## config.mk

```make
export PLATFORM = sky130hd
export DESIGN_NAME = fetch_pipe
export DESIGN_NICKNAME = d
export VERILOG_FILES = /design/src/rtl/fetch_pipe.sv
export SDC_FILE = /design/constraint.sdc
export NUM_CORES = 1
export LEC_CHECK = 0
export CAP_MARGIN = 20
export CORE_ASPECT_RATIO = 1.75
export CORE_UTILIZATION = 46
export CTS_CLUSTER_DIAMETER = 30
export DETAILED_ROUTE_END_ITERATION = 6
export GPL_TIMING_DRIVEN = 1
export MAX_ROUTING_LAYER = met4
export PLACE_DENSITY_LB_ADDON = 0.25
export SLEW_MARGIN = 20
export SYNTH_ARGS = -nofsm -noshare
export SYNTH_HDL_FRONTEND = slang
export SYNTH_SLANG_ARGS = --single-unit
```

## constraint.sdc

```tcl
create_clock -name clk -period 7.2 [get_ports clk]
set_clock_uncertainty 0.2 [all_clocks]
set_input_delay 1.44 -clock clk [delete_from_list [all_inputs] [get_ports clk]]
set_output_delay 1.44 -clock clk [all_outputs]
set_load 0.01 [all_outputs]
```

## src/rtl/fetch_pipe.sv

```systemverilog
// Instruction-fetch stage: PC register, next-PC selection, IF/ID pipeline register,
// misaligned-branch pulse and a saturating count of instructions handed to decode.
module fetch_pipe #(
  parameter int unsigned  N         = 64,
  parameter logic [N-1:0] RESET_VEC = '0,
  parameter logic [N-1:0] EXC_VEC   = N'('hD8),
  parameter int unsigned  CNTW      = 16
) (
  input  logic            clk,
  input  logic            reset,
  input  logic            PCSrc_F,
  input  logic [N-1:0]    PCBranch_F,
  input  logic            Exc_F,
  input  logic            Stall_F,
  input  logic [31:0]     imem_data_F,
  output logic [N-1:0]    imem_addr_F,
  output logic [31:0]     instr_D,
  output logic [N-1:0]    pc_D,
  output logic            valid_D,
  output logic            misalign_F,
  output logic [CNTW-1:0] fetch_count_F
);

  logic [N-1:0]    pc_q, pc_d;
  logic [31:0]     instr_q, instr_d;
  logic [N-1:0]    dpc_q, dpc_d;
  logic            valid_q, valid_d;
  logic            misalign_q, misalign_d;
  logic [CNTW-1:0] count_q, count_d;

  logic redirect;
  logic bad_target;

  assign redirect   = Exc_F | PCSrc_F;
  // An exception masks the branch entirely, so its target alignment is irrelevant.
  assign bad_target = PCSrc_F & ~Exc_F & (|PCBranch_F[1:0]);

  always_comb begin
    // NOTE: every signal gets a default first so no path leaves one unassigned (no latches).
    pc_d       = pc_q;
    instr_d    = instr_q;
    dpc_d      = dpc_q;
    valid_d    = valid_q;
    misalign_d = bad_target;
    count_d    = count_q;

    if (Exc_F || bad_target) begin
      pc_d = EXC_VEC;
    end else if (PCSrc_F) begin
      pc_d = PCBranch_F;
    end else if (!Stall_F) begin
      pc_d = pc_q + N'(4);
    end

    // A flush only kills valid; the stale payload is left in place.
    if (redirect) begin
      valid_d = 1'b0;
    end else if (!Stall_F) begin
      instr_d = imem_data_F;
      dpc_d   = pc_q;
      valid_d = 1'b1;
      if (count_q != '1) begin
        count_d = count_q + CNTW'(1);
      end
    end
  end

  // NOTE: sequential state uses non-blocking assignments so all flops update together.
  always_ff @(posedge clk or posedge reset) begin
    if (reset) begin
      pc_q       <= RESET_VEC;
      instr_q    <= '0;
      dpc_q      <= '0;
      valid_q    <= 1'b0;
      misalign_q <= 1'b0;
      count_q    <= '0;
    end else begin
      pc_q       <= pc_d;
      instr_q    <= instr_d;
      dpc_q      <= dpc_d;
      valid_q    <= valid_d;
      misalign_q <= misalign_d;
      count_q    <= count_d;
    end
  end

  assign imem_addr_F   = pc_q;
  assign instr_D       = instr_q;
  assign pc_D          = dpc_q;
  assign valid_D       = valid_q;
  assign misalign_F    = misalign_q;
  assign fetch_count_F = count_q;

endmodule

```

==> results of run 1 <==
==> area by class of cell <==
class                           instances  area share [%]
Antenna cell                            2          0.0425
Clock buffer                           20            3.96
Clock inverter                         12            1.13
Inverter                                8           0.318
Multi-Input combinational cell        690            30.1
Sequential cell                       178            37.8
Tap cell                              231            2.45
Timing Repair Buffer                  286            24.3
==> metrics by stage <==
step	hold slack, ns	setup slack, ns	utilization, %	power (mW)	area [um^2]
after floorplan	0.314	0.730	-	1.31	8220
after global placement	0.257	2.50	64.0	1.57	11200
after detailed placement	0.261	2.47	64.0	1.58	11200
after CTS	0.276	2.87	67.4	2.52	11800
after global routing	0.295	2.55	67.5	2.59	11800
final	0.274	2.81	67.5	2.50	11800
==> kinds of logic after synthesis <==
logic type	count (synthesis)	share of synthesized area [%]
buf+inv	58	2.89
xor+xnor	49	5.22
flops	178	54.2
mux	3	0.380
compound gates	106	7.81
simple gates	530	29.2
fa+ha+maj	2	0.304
==> layer usage <==
layer | GRT usage (%) | routed length [um]
met1 | 32.6 | 9780
met2 | 48.8 | 13500
met3 | 5.38 | 1340
met4 | 12.3 | 806
met5 | - | 0
==> synth_stat cells (all sizes together), types with 5 or more instances <==
cell	number	area share, %
or3	6	0.46
nand3	31	2.0
o22ai	8	0.61
and4	5	0.53
and2	7	0.53
o21ai	49	3.0
nor2	23	1.1
dfrtp	178	54
o211ai	6	0.55
xor2	26	2.8
and3	16	1.2
nand4	30	2.3
inv	8	0.37
clkbuf	41	1.9
xnor2	23	2.5
a21oi	18	1.1
or2	5	0.38
a22oi	6	0.55
nor4	14	1.6
nand2	359	16
nor3	24	1.5
buf	9	0.64
==> power groups by stage <==
stage               clock network, mW  logic (mW)  registers, mW
floorplan                           0       0.125           1.19
global placement                    0       0.409           1.16
detailed placement                  0       0.414           1.16
CTS                             0.958       0.416           1.14
global route                    0.990       0.446           1.15
finish                          0.947       0.412           1.14
==> flip-flops by register name, indices dropped and copies added (netlist names) <==
| register | flops |
|---|---|
| pc_D | 64 |
| misalign_F | 1 |
| imem_addr_F | 64 |
| instr_D | 32 |
| fetch_count_F | 16 |
| valid_D | 1 |
==> path summary, 6_finish.rpt <==
path,slack (ns),startpoint,end,cells after the start
max,2.81,PCSrc_F,imem_addr_F[37]$_DFFE_PP0P_,9
min in group asynchronous,1.34,reset,instr_D[29]$_DFFE_PP0P_,2
min,0.27,instr_D[22]$_DFFE_PP0P_,instr_D[22]$_DFFE_PP0P_,2
min reg2reg,0.27,instr_D[22]$_DFFE_PP0P_,instr_D[22]$_DFFE_PP0P_,2
max reg2reg,4.05,imem_addr_F[2]$_DFFE_PP0P_,imem_addr_F[60]$_DFFE_PP0P_,7
max in group asynchronous,4.10,reset,fetch_count_F[4]$_DFFE_PP0P_,3
==> worst min-delay path, cell delays in order (launching register included) <==
cell and delay [ns]:
dfrtp_1 0.34, nand2_1 0.05, nand2_1 0.05
==> results by group, run 1 <==
Run status
  – Status: finished clean

Floorplan
  – DIE AREA: 18400 um^2
  – IO Pins: 279
  – Row Count: between 60 and 70
  – DIE HEIGHT: between 150 and 200 um
  – Core area: 17500 um^2
  – Die X: between 100 and 150 um
  – Initial Util: a little under half

Clock network
  – Post-CTS Setup Inserts: 0
  – TritonCTS clock tree: yes
  – Clk slew on worst S/H paths: about 0.07 ns
  – Longest Clk Path Bufs: 2
  – CTS H-tree lvls: 4
  – Later-pin clock latency in the skew report: ~0.43 ns
  – Cts bufs inserted: 17
  – Resized Gates After CTS: 0
  – Clock Sinks: between 150 and 200
  – Clock root cell: clkbuf_16
  – CTS hold repair buffers: 0

Synth
  – Part of the Yosys area used for sequential elements: 54.2%
  – Synth warn: 0
  – Post-Syn Area: 8220 um^2
  – Number of library cell types mapped by synthesis: slightly above 50
  – Synthesis-stage register bit count: about 180
  – Net Count, Synth: approximately 1000
  – Mapped Cells: 926
  – Ys flop type: dfrtp_1
  – Ys async rst share: 100%
  – Mean post-synth cell area: approximately 8.9 um^2
  – Number of synthesized flops with an enable pin: 0

Global routing
  – Vias in the first global route: approximately 7600
  – GR Util All Layers: between 20% and 30%
  – Total gr overflow: 0
  – Pin count of the biggest net entering global routing: between 100 and 150
  – Initial antenna violation count: 2
  – Global-route wire length before repair: between 30000 and 40000 um

STA
  – Tcrit/Tclk final: roughly three fifths
  – Fin crit period: 4.39 ns
  – # setup viols final: 0
  – Fin. Hold Viols: 0
  – Max-slew violation count: 0
  – Max_slew headroom: 29.8%
  – FMAX: between 200 and 250 MHz
  – Slew @ Worst Pin: about 1.1 ns
  – RSZ-0062 raised after global routing: no
  – Setup tns final: 0 ns

Cells and area
  – Register Area: ~4500 um^2
  – Multi-input gate area: around 3500 um^2
  – Fill cells: around 1500
  – Fin nets: approximately 1300
  – Commonest non-fill, non-tap cell in the layout: nand2_1
  – Share of cells above drive strength 1: 4.86%
  – Most frequent cells in the layout: nand2_1, clkdlybuf4s50_1, dfrtp_1
  – Layout area overhead: 43.4%
  – Final std cells w/o fill: 1427

Drt
  – Wire per inst: roughly 18 um
  – Drt first pass iters: 4
  – Vias: 7673
  – Final wirelength: between 20000 and 30000 um
  – Initial DRC Count: slightly below 400
  – Vias per inst: around 5.4
  – # DRC: 0
  – Antenna viol nets, final: 0

Critical path
  – Delay-heaviest family, CP: simple AND/OR/NAND/NOR gates
  – Crit end category: register
  – Worst path arrival time: roughly 4.5 ns
  – Worst setup path class: input port to register
  – CP Cell Sequence: clkdlybuf4s50_1 > buf_4 > nor3b_1 > nor2_1 > or2_2 > nor2_2 > buf_4 > nand2_1 > o21ai_0
  – Slowest CP cell: nor3b_1
  – Critical path startpoint category: input port
  – Worst EP required: ~7.3 ns
  – Max incr delay on CP: around 0.55 ns
  – Crit-path max FO: between 40 and 50
  – Cell mode on critical path: buf_4
  – WP buf/inv: 3

Min path
  – Hold/Removal Path Class: register to register

Place
  – # port buffers: about 280
  – Detail Placement HPWL: approximately 18000 um
  – Placer Congestion: 0.872
  – Placed insts: about 1400

Pwr
  – LEAKAGE: 5.16 nW
  – Power Density: between 200 and 250 nW/um^2
  – Pint: 1.84 mW
  – Power share of the combinational group: between 10% and 20%
  – Worst vdd ir: about 190 uV
  – Clk pwr share: 37.8%
  – Sw Pwr: approximately 660 uW
  – Switching share of power: between 20% and 30%
  – Power share of the sequential group: ~46%

Flow run
  – Max-Cap Viols: 0
Note: power is estimated with default switching activity, not from simulation.
==> run 2: changes to the inputs <==
==> constraint.sdc (replaced) <==
create_clock -name clk -period 4.1 [get_ports clk]
set_clock_uncertainty 0.2 [all_clocks]
set_input_delay 0.82 -clock clk [delete_from_list [all_inputs] [get_ports clk]]
set_output_delay 0.82 -clock clk [all_outputs]
set_load 0.01 [all_outputs]
==> run 2 against run 1 <==
Effect of this change:
- sequential power is 76% higher
- die area stayed put
- highest routed layer unchanged
- sequential cell count stayed put
- worst hold slack worse by 0.00053 ns
- setup slack worse by 1.7 ns
- final cell count is 0.77% higher
- largest cell class unchanged
==> results by group, run 2 (synthesis results as in run 1) <==
STA
  – # setup viols final: 0
  – FMAX: 329 MHz
  – Setup tns final: 0 ns
  – Tcrit/Tclk final: around three quarters
  – RSZ-0062 raised after global routing: no
  – Fin crit period: 3.04 ns
  – Slew @ Worst Pin: roughly 0.8 ns
  – Max_slew headroom: ~46%
  – Fin. Hold Viols: 0
  – Max-slew violation count: 0
  – Fin worst setup slack: around 1.1 ns

Global routing
  – Global-route wire length before repair: 39600 um
  – Initial antenna violation count: 0
  – Pin count of the biggest net entering global routing: between 60 and 70
  – Total gr overflow: 0
  – Vias in the first global route: 7646
  – GR Util All Layers: 29.5%

Pwr
  – Worst vdd ir: between 300 and 400 uV
  – LEAKAGE: approximately 5.2 nW
  – Power share of the combinational group: around 17%
  – Clk pwr share: a little under two fifths
  – Sw Pwr: 1.19 mW
  – Power share of the sequential group: a little under half
  – Power Density: 369 nW/um^2
  – Switching share of power: a little over a quarter
  – Pint: between 3 and 4 mW
  – Total power: around 4.4 mW

Critical path
  – FF-to-FF path depth: 7
  – Worst setup path class: register to register
  – Worst R2R Start: imem_addr_F[2]$_DFFE_PP0P_
  – Crit-path max FO: 7
  – Worst EP required: ~4.2 ns
  – FF-to-FF End: imem_addr_F[56]$_DFFE_PP0P_
  – Crit end category: register
  – Worst path arrival time: between 3 and 4 ns
  – Critical path startpoint category: register
  – Crit path launch: imem_addr_F[2]$_DFFE_PP0P_
  – R2R Setup Slk: 1.06 ns

Drt
  – Antenna viol nets, final: 0
  – Final wirelength: around 26000 um
  – Wire length on met2: about 14000 um
  – Vias: between 7000 and 8000
  – # DRC: 0
  – M1 WL: 9950 um
  – Wire per inst: between 15 and 20 um
  – DR top layer: met4
  – Initial DRC Count: about 330
  – Drt first pass iters: 5
  – Vias per inst: roughly 5.4
  – DR WL met3: 1530 um

Cells and area
  – Final Core Density: between 60% and 70%
  – Layout area overhead: 44.6%
  – Fin nets: approximately 1300
  – Register Area: 4450 um^2
  – Share of cells above drive strength 1: 5.80%
  – Multi-input gate area: about 3500 um^2
  – Most frequent cells in the layout: nand2_1, clkdlybuf4s50_1, dfrtp_1
  – Commonest non-fill, non-tap cell in the layout: nand2_1
  – Fill cells: about 1500

Place
  – Detail Placement HPWL: approximately 19000 um
  – Placer Congestion: 0.893
  – # port buffers: approximately 280
  – Pre-CTS setup slack: ~0.67 ns

Clock network
  – CTS hold repair buffers: 0
  – CTS H-tree lvls: 4
  – Clock root cell: clkbuf_16
  – Longest Clk Path Bufs: 2
  – Resized Gates After CTS: 0
  – Later-pin clock latency in the skew report: 0.43 ns
  – TritonCTS clock tree: yes
  – Clk slew on worst S/H paths: 0.07 ns
  – Post-CTS Setup Inserts: 0
  – Cts bufs inserted: 17
  – Clock Sinks: approximately 180

Min path
  – Min-delay src: instr_D[0]$_DFFE_PP0P_
  – Hold-critical path depth: 2
  – Hold/Removal Path Class: register to register
  – Worst Hold Endpoint: instr_D[0]$_DFFE_PP0P_

Floorplan
  – Initial Util: between 40% and 50%
  – DIE HEIGHT: around 180 um
  – IO Pins: 279
  – Die X: 103 um
  – Core area: 17500 um^2
  – DIE AREA: ~18000 um^2
  – Row Count: 64

Run status
  – Status: finished clean

Flow run
  – Max-Cap Viols: 0
## run 2: through the flow
step | cells | hold WS, ns | instance area [um^2]
after detailed placement | 1405 | 0.261 | 11300
after CTS | 1437 | 0.278 | 11900
after floorplan | 926 | 0.314 | 8230
final | 1438 | 0.274 | 11900
after global routing | 1437 | 0.292 | 11900
after global placement | 1405 | 0.257 | 11300
## run 2: per-layer routing
layer  global-route usage, %  vias up
met5                       -        -
met4                    13.6        0
met2                    48.4      311
met3                    6.12       66
met1                    34.3     3776
li1                        -     3654
## run 2: how the worst max path moves through the flow
stage,slack (ns),endpoint,cells past startpoint
4_1_cts,1.09,imem_addr_F[56]$_DFFE_PP0P_,7
6_report,1.06,imem_addr_F[56]$_DFFE_PP0P_,7
5_1_grt,0.86,imem_addr_F[56]$_DFFE_PP0P_,7
3_5_place_dp,0.67,imem_addr_F[52]$_DFFE_PP0P_,6
2_1_floorplan,0.80,fetch_count_F[0]$_DFFE_PP0P_,1
3_3_place_gp,0.76,imem_addr_F[50]$_DFFE_PP0P_,6
## run 2: power groups by stage
stage	Combinational, mW	Clock, mW	Sequential [mW]
floorplan	0.220	0	2.08
global placement	0.733	0	2.03
detailed placement	0.745	0	2.04
CTS	0.750	1.67	2.01
global route	0.805	1.73	2.03
finish	0.742	1.64	2.01
## run 2: critical path, stage by stage, from the launching register on
cell     delay, ns
dfrtp_1       0.50
ha_1          0.26
nand4_1       0.32
nor3_1        0.46
nand4_1       0.35
nor4_1        0.55
xnor2_1       0.17
o21ai_0       0.08
## run 2: area by class of cell
type	count	area share, %
Multi-Input combinational cell	690	29.8
Sequential cell	178	37.5
Timing Repair Buffer	298	25.1
Antenna cell	1	0.0210
Inverter	8	0.284
Clock buffer	17	3.58
Tap cell	231	2.43
Clock inverter	15	1.33
